[config.mk]
export PLATFORM = sky130hd
export DESIGN_NAME = face_detect_mul_pipe_vld
export DESIGN_NICKNAME = d
export VERILOG_FILES = /design/src/rtl/face_detect_mul_pipe_vld.sv
export SDC_FILE = /design/constraint.sdc
export NUM_CORES = 1
export LEC_CHECK = 0
export ABC_AREA = 1
export ABC_CLOCK_PERIOD_IN_PS = 10200
export CAP_MARGIN = 5
export CORE_UTILIZATION = 55
export CTS_CLUSTER_DIAMETER = 80
export CTS_CLUSTER_SIZE = 25
export DETAILED_ROUTE_END_ITERATION = 10
export PLACE_DENSITY_LB_ADDON = 0.08
export SETUP_SLACK_MARGIN = 0.5
export SLEW_MARGIN = 20
export SYNTH_ARGS = -nofsm -noshare
export SYNTH_HDL_FRONTEND = slang
export SYNTH_SLANG_ARGS = --single-unit
[constraint.sdc]
create_clock -name clk -period 10.2 [get_ports clk]
set_clock_uncertainty 0.05 [all_clocks]
set_input_delay 1.53 -clock clk [delete_from_list [all_inputs] [get_ports clk]]
set_output_delay 1.53 -clock clk [all_outputs]
set_load 0.05 [all_outputs]
[src/rtl/face_detect_mul_pipe_vld.sv]
// face_detect_mul_pipe_vld: pipelined A x B multiplier with a valid/ready
// handshake. The whole pipe moves forward only when the output side can
// accept (advance), so a stall freezes every stage including bubbles.
// Stage 1 holds the operands, stage 2 the full product, stages 3..NUM_STAGE-1
// delay the product, and stage NUM_STAGE holds the shifted, range-limited result.
// Optional feature macro: FACE_DETECT_MUL_SAT_EN (saturate instead of wrap).
module face_detect_mul_pipe_vld #(
    parameter int A_WIDTH   = 16,
    parameter int B_WIDTH   = 7,
    parameter int A_SIGNED  = 0,
    parameter int B_SIGNED  = 1,
    parameter int NUM_STAGE = 4,
    parameter int SHIFT     = 0,
    parameter int OUT_WIDTH = 23
) (
    input  logic                 clk,
    input  logic                 reset,
    input  logic                 in_valid,
    output logic                 in_ready,
    input  logic [A_WIDTH-1:0]   din0,
    input  logic [B_WIDTH-1:0]   din1,
    output logic                 out_valid,
    input  logic                 out_ready,
    output logic [OUT_WIDTH-1:0] dout,
    output logic                 sat,
    output logic                 busy
);

    localparam int P        = A_WIDTH + B_WIDTH;
    localparam bit P_SIGNED = (A_SIGNED != 0) || (B_SIGNED != 0);

    logic                 advance;
    logic [NUM_STAGE-1:0] vld_q, vld_d;
    logic [A_WIDTH-1:0]   a_q, a_d;
    logic [B_WIDTH-1:0]   b_q, b_d;
    logic [P-1:0]         a_ext;
    logic [P-1:0]         b_ext;
    logic [P-1:0]         prod_c;
    logic [P-1:0]         lim_in;
    logic [P-1:0]         shifted;
    logic [OUT_WIDTH-1:0] dout_q, dout_d;
    logic                 sat_q, sat_d;
`ifdef FACE_DETECT_MUL_SAT_EN
    logic                 ovf;
    logic [OUT_WIDTH-1:0] clamp;
`endif

    assign advance   = !vld_q[NUM_STAGE-1] || out_ready;
    assign in_ready  = advance;
    assign out_valid = vld_q[NUM_STAGE-1];
    assign busy      = |vld_q;
    assign dout      = dout_q;
    assign sat       = sat_q;

    // Valid shift register and stage-1 operand capture, both gated by advance.
    always_comb begin
        vld_d = vld_q;
        a_d   = a_q;
        b_d   = b_q;
        if (advance) begin
            vld_d = {vld_q[NUM_STAGE-2:0], in_valid};
            a_d   = din0;
            b_d   = din1;
        end
    end

    // Stage-1 registers and valid bits.
    always_ff @(posedge clk or negedge reset) begin
        if (!reset) begin
            vld_q <= '0;
            a_q   <= '0;
            b_q   <= '0;
        end else begin
            vld_q <= vld_d;
            a_q   <= a_d;
            b_q   <= b_d;
        end
    end

    // Extend both operands to the full product width; the low P bits of a
    // P x P multiply are then exact for any signedness mix.
    always_comb begin
        if (A_SIGNED != 0) a_ext = {{B_WIDTH{a_q[A_WIDTH-1]}}, a_q};
        else               a_ext = {{B_WIDTH{1'b0}}, a_q};
        if (B_SIGNED != 0) b_ext = {{A_WIDTH{b_q[B_WIDTH-1]}}, b_q};
        else               b_ext = {{A_WIDTH{1'b0}}, b_q};
        prod_c = a_ext * b_ext;
    end

    // With NUM_STAGE == 2 the product stage and the final stage coincide, so
    // the limiter reads the combinational product directly.
    generate
        if (NUM_STAGE > 2) begin : g_delay
            logic [P-1:0] pd_q [NUM_STAGE-2];
            logic [P-1:0] pd_d [NUM_STAGE-2];

            // Product register (index 0) followed by pure delay stages.
            always_comb begin
                pd_d = pd_q;
                if (advance) begin
                    pd_d[0] = prod_c;
                    for (int unsigned i = 1; i < NUM_STAGE - 2; i++) begin
                        pd_d[i] = pd_q[i-1];
                    end
                end
            end

            // Product and delay-stage registers.
            always_ff @(posedge clk or negedge reset) begin
                if (!reset) begin
                    for (int unsigned i = 0; i < NUM_STAGE - 2; i++) begin
                        pd_q[i] <= '0;
                    end
                end else begin
                    pd_q <= pd_d;
                end
            end

            assign lim_in = pd_q[NUM_STAGE-3];
        end else begin : g_direct
            assign lim_in = prod_c;
        end
    endgenerate

    // Shift and range-limit the product into the final stage.
    always_comb begin
        dout_d = dout_q;
        sat_d  = sat_q;
        if (P_SIGNED) shifted = $signed(lim_in) >>> SHIFT;
        else          shifted = lim_in >> SHIFT;
`ifdef FACE_DETECT_MUL_SAT_EN
        ovf   = 1'b0;
        clamp = '1;
        if (P_SIGNED) begin
            for (int unsigned i = OUT_WIDTH; i < P; i++) begin
                if (shifted[i] != shifted[OUT_WIDTH-1]) ovf = 1'b1;
            end
            clamp                = {OUT_WIDTH{~shifted[P-1]}};
            clamp[OUT_WIDTH-1]   = shifted[P-1];
        end else begin
            for (int unsigned i = OUT_WIDTH; i < P; i++) begin
                if (shifted[i]) ovf = 1'b1;
            end
        end
`endif
        if (advance) begin
`ifdef FACE_DETECT_MUL_SAT_EN
            dout_d = ovf ? clamp : OUT_WIDTH'(shifted);
            sat_d  = ovf;
`else
            dout_d = OUT_WIDTH'(shifted);
            sat_d  = 1'b0;
`endif
        end
    end

    // Final-stage result registers.
    always_ff @(posedge clk or negedge reset) begin
        if (!reset) begin
            dout_q <= '0;
            sat_q  <= 1'b0;
        end else begin
            dout_q <= dout_d;
            sat_q  <= sat_d;
        end
    end

endmodule

==> flow_metrics.tcl <==
set metrics [dict create \
    run_status "complete, no violations" \
    fmax_ghz 0.188 \
    wirelength_um 16000 \
    ys_ff_latch 96 \
    worstSetupStartpointType "input port" \
    multiInputGateArea_um2 4370 \
    remaining_drc_errors 0 \
    reg2reg_slack_ns 5.55 \
    clock_sinks 96 \
    hold_start "g_delay.pd_q[45]" \
    synthesis.area_um2 7730 \
    fp-row-count 42 \
    critical_path_required_ns 8.62 \
    syn-num-nets 1174 \
    placed_area_um2 8300 \
    crit_fanout 90 \
    final_common_cell "nand2_1" \
    cts_setup_buffers 0 \
    io_buffers 52 \
    cts_buffers 9 \
    min_period_ns 5.32 \
    syn_area_per_cell_um2 7.55 \
    hp-class "register to register" \
    relSlewSlack_pct 33.1 \
    die_area_um2 14500 \
    dp_hpwl_um 11400 \
    cts_tree "yes" \
    maxCapViolations 0 \
    tightest_slew_ns 1.00 \
    slowest_delay_ns 0.95 \
    first_pass_iters 4 \
    layout_common_cells "428 x nand2_1, 199 x inv_1, 96 x dfrtp_1" \
    vias 5950 \
    yosysUniqueCellTypes 30 \
    antenna_found_initial 0 \
    die_w_um 121 \
    wl_met3_um 528 \
    wl_met2_um 7900 \
    ant_nets 0 \
    grt_usage_pct 25.3 \
    r2r-start "b_q[6]" \
    finalNetCount 1193 \
    clk_pin_slew_ns 0.07 \
    fp.dieH_um 121 \
    fp.coreArea_um2 13500 \
    synth-seq-area-share_pct 31.1 \
    preCtsSetupSlack_ns 4.86 \
    gp_congestion 0.885 \
    rsz0062_at_grt "no" \
    path_cells "clkdlybuf4s50_1 > nor2_4 > inv_2 > buf_4 > clkdlybuf4s50_1" \
    fin_ws_ns 4.88 \
    wl_met1_um 7300 \
    cts_resized 0 \
    pin_count 54 \
    synth_cells 1023 \
    antennaDiodeCount 0 \
    syn_to_final_growth_pct 11.6 \
    topRoutingLayerUsed "met4" \
    cts_hold_buf 0 \
    cts_buffer_depth 2 \
    critPathMostFrequentCell "clkdlybuf4s50_1" \
    vias_per_cell 4.87 \
    yosys_warnings 0 \
    regArea_um2 2400 \
    report.final.slew_viol_count 0 \
    hold_depth 2 \
    hold_slack_ns 0.413 \
    grt_max_degree 103 \
    fin_crit_sh_pct 52.1 \
    nFillCells 1252 \
    htreeDepth 3 \
    drt-wirelength-per-cell_um 13.1 \
    slowest_stage "clkdlybuf4s50_1" \
    initialDrtViolationCount 425 \
    grt_overflow 0 \
    crit_start "out_ready" \
    cts_root_buf "clkbuf_16" \
    initial_core_util_pct 57.4 \
    cp-end-kind "primary output" \
    critPathCapture "in_ready" \
    grt_pass1_wl_um 28800 \
    drive_gt1_share_pct 3.92 \
    setup_tns_ns 0 \
    final_hold_viol_count 0 \
    cp.arrival_ns 3.74 \
    crit_type "input port to primary output" \
    fin_area_um2 8630 \
    insertion_delay_ns 0.35 \
    rr_endpoint "g_delay.pd_q[44]" \
    setup_viol 0 \
    r2r_cells 19 \
    grt_pass1_vias 6167 \
]
## state kept, by name, summed over array words and instances, names as in the netlist
name / cells
a_q: 16
b_q: 7
dout: 23
g_delay.pd_q: 23
lim_in: 23
vld_q: 4
## cell usage after synthesis, drive strengths merged
cell type	instances	area [um^2]
inv	204	766
conb	1	3.75
clkbuf	35	133
xnor2	7	61.3
nand4	2	12.5
ha	54	676
a21oi	17	88.8
nand3	28	160
nand2b	1	6.26
nand2	434	1640
buf	12	63.8
o21bai	2	15.0
nor3	2	10.0
dfrtp	96	2400
xor2	2	17.5
o21ai	19	95.1
fa	70	1400
nand3b	3	22.5
nor2	31	129
and2	3	21.3
## cells by family (layout without fill, tap and decap cells)
group | after synthesis | count (layout) | synth area share [%]
adders and majority gates | 124 | 124 | 26.9
and+or+nand+nor | 504 | 504 | 26.0
buffers and inverters | 251 | 274 | 12.4
DFF | 96 | 96 | 31.1
other | 1 | 1 | 0.0485
xor gates and xnor gates | 9 | 9 | 1.02
AOI/OAI and AO/OA | 38 | 38 | 2.57
## layer usage
metal  up-vias  global-route usage [%]
li1       3005                       -
met1      2835                    32.9
met2        90                    43.7
met3        20                    3.73
met4         0                    7.95
met5         -                       0
## stage by stage
stage,std cells,util [%]
final,1222,64.1
after floorplan,1023,-
after global routing,1222,64.1
after CTS,1222,64.1
after global placement,1207,61.7
after detailed placement,1207,61.7
## how the worst min path moves through the flow
stage	endpoint	slack, ns
2_1_floorplan	dout[0]	0.39
3_3_place_gp	lim_in[7]	0.40
3_5_place_dp	lim_in[22]	0.41
4_1_cts	lim_in[9]	0.42
5_1_grt	dout[8]	0.44
6_report	lim_in[22]	0.41
## final cells by class
cell class,instances,area share [%]
Clock buffer,11,2.93
Clock inverter,4,0.899
Inverter,204,8.87
Multi-Input combinational cell,676,50.6
Sequential cell,96,27.8
Tap cell,176,2.55
Timing Repair Buffer,55,6.26
## critical path, delay by kind of cell
kind	cells	cell delay (ns)
buffers and inverters	4	2.15
and+or+nand+nor	1	0.05
Power is left out: the tool's default activity adds up to more than one toggle a clock period on the data nets, which glitch-free logic cannot reach.
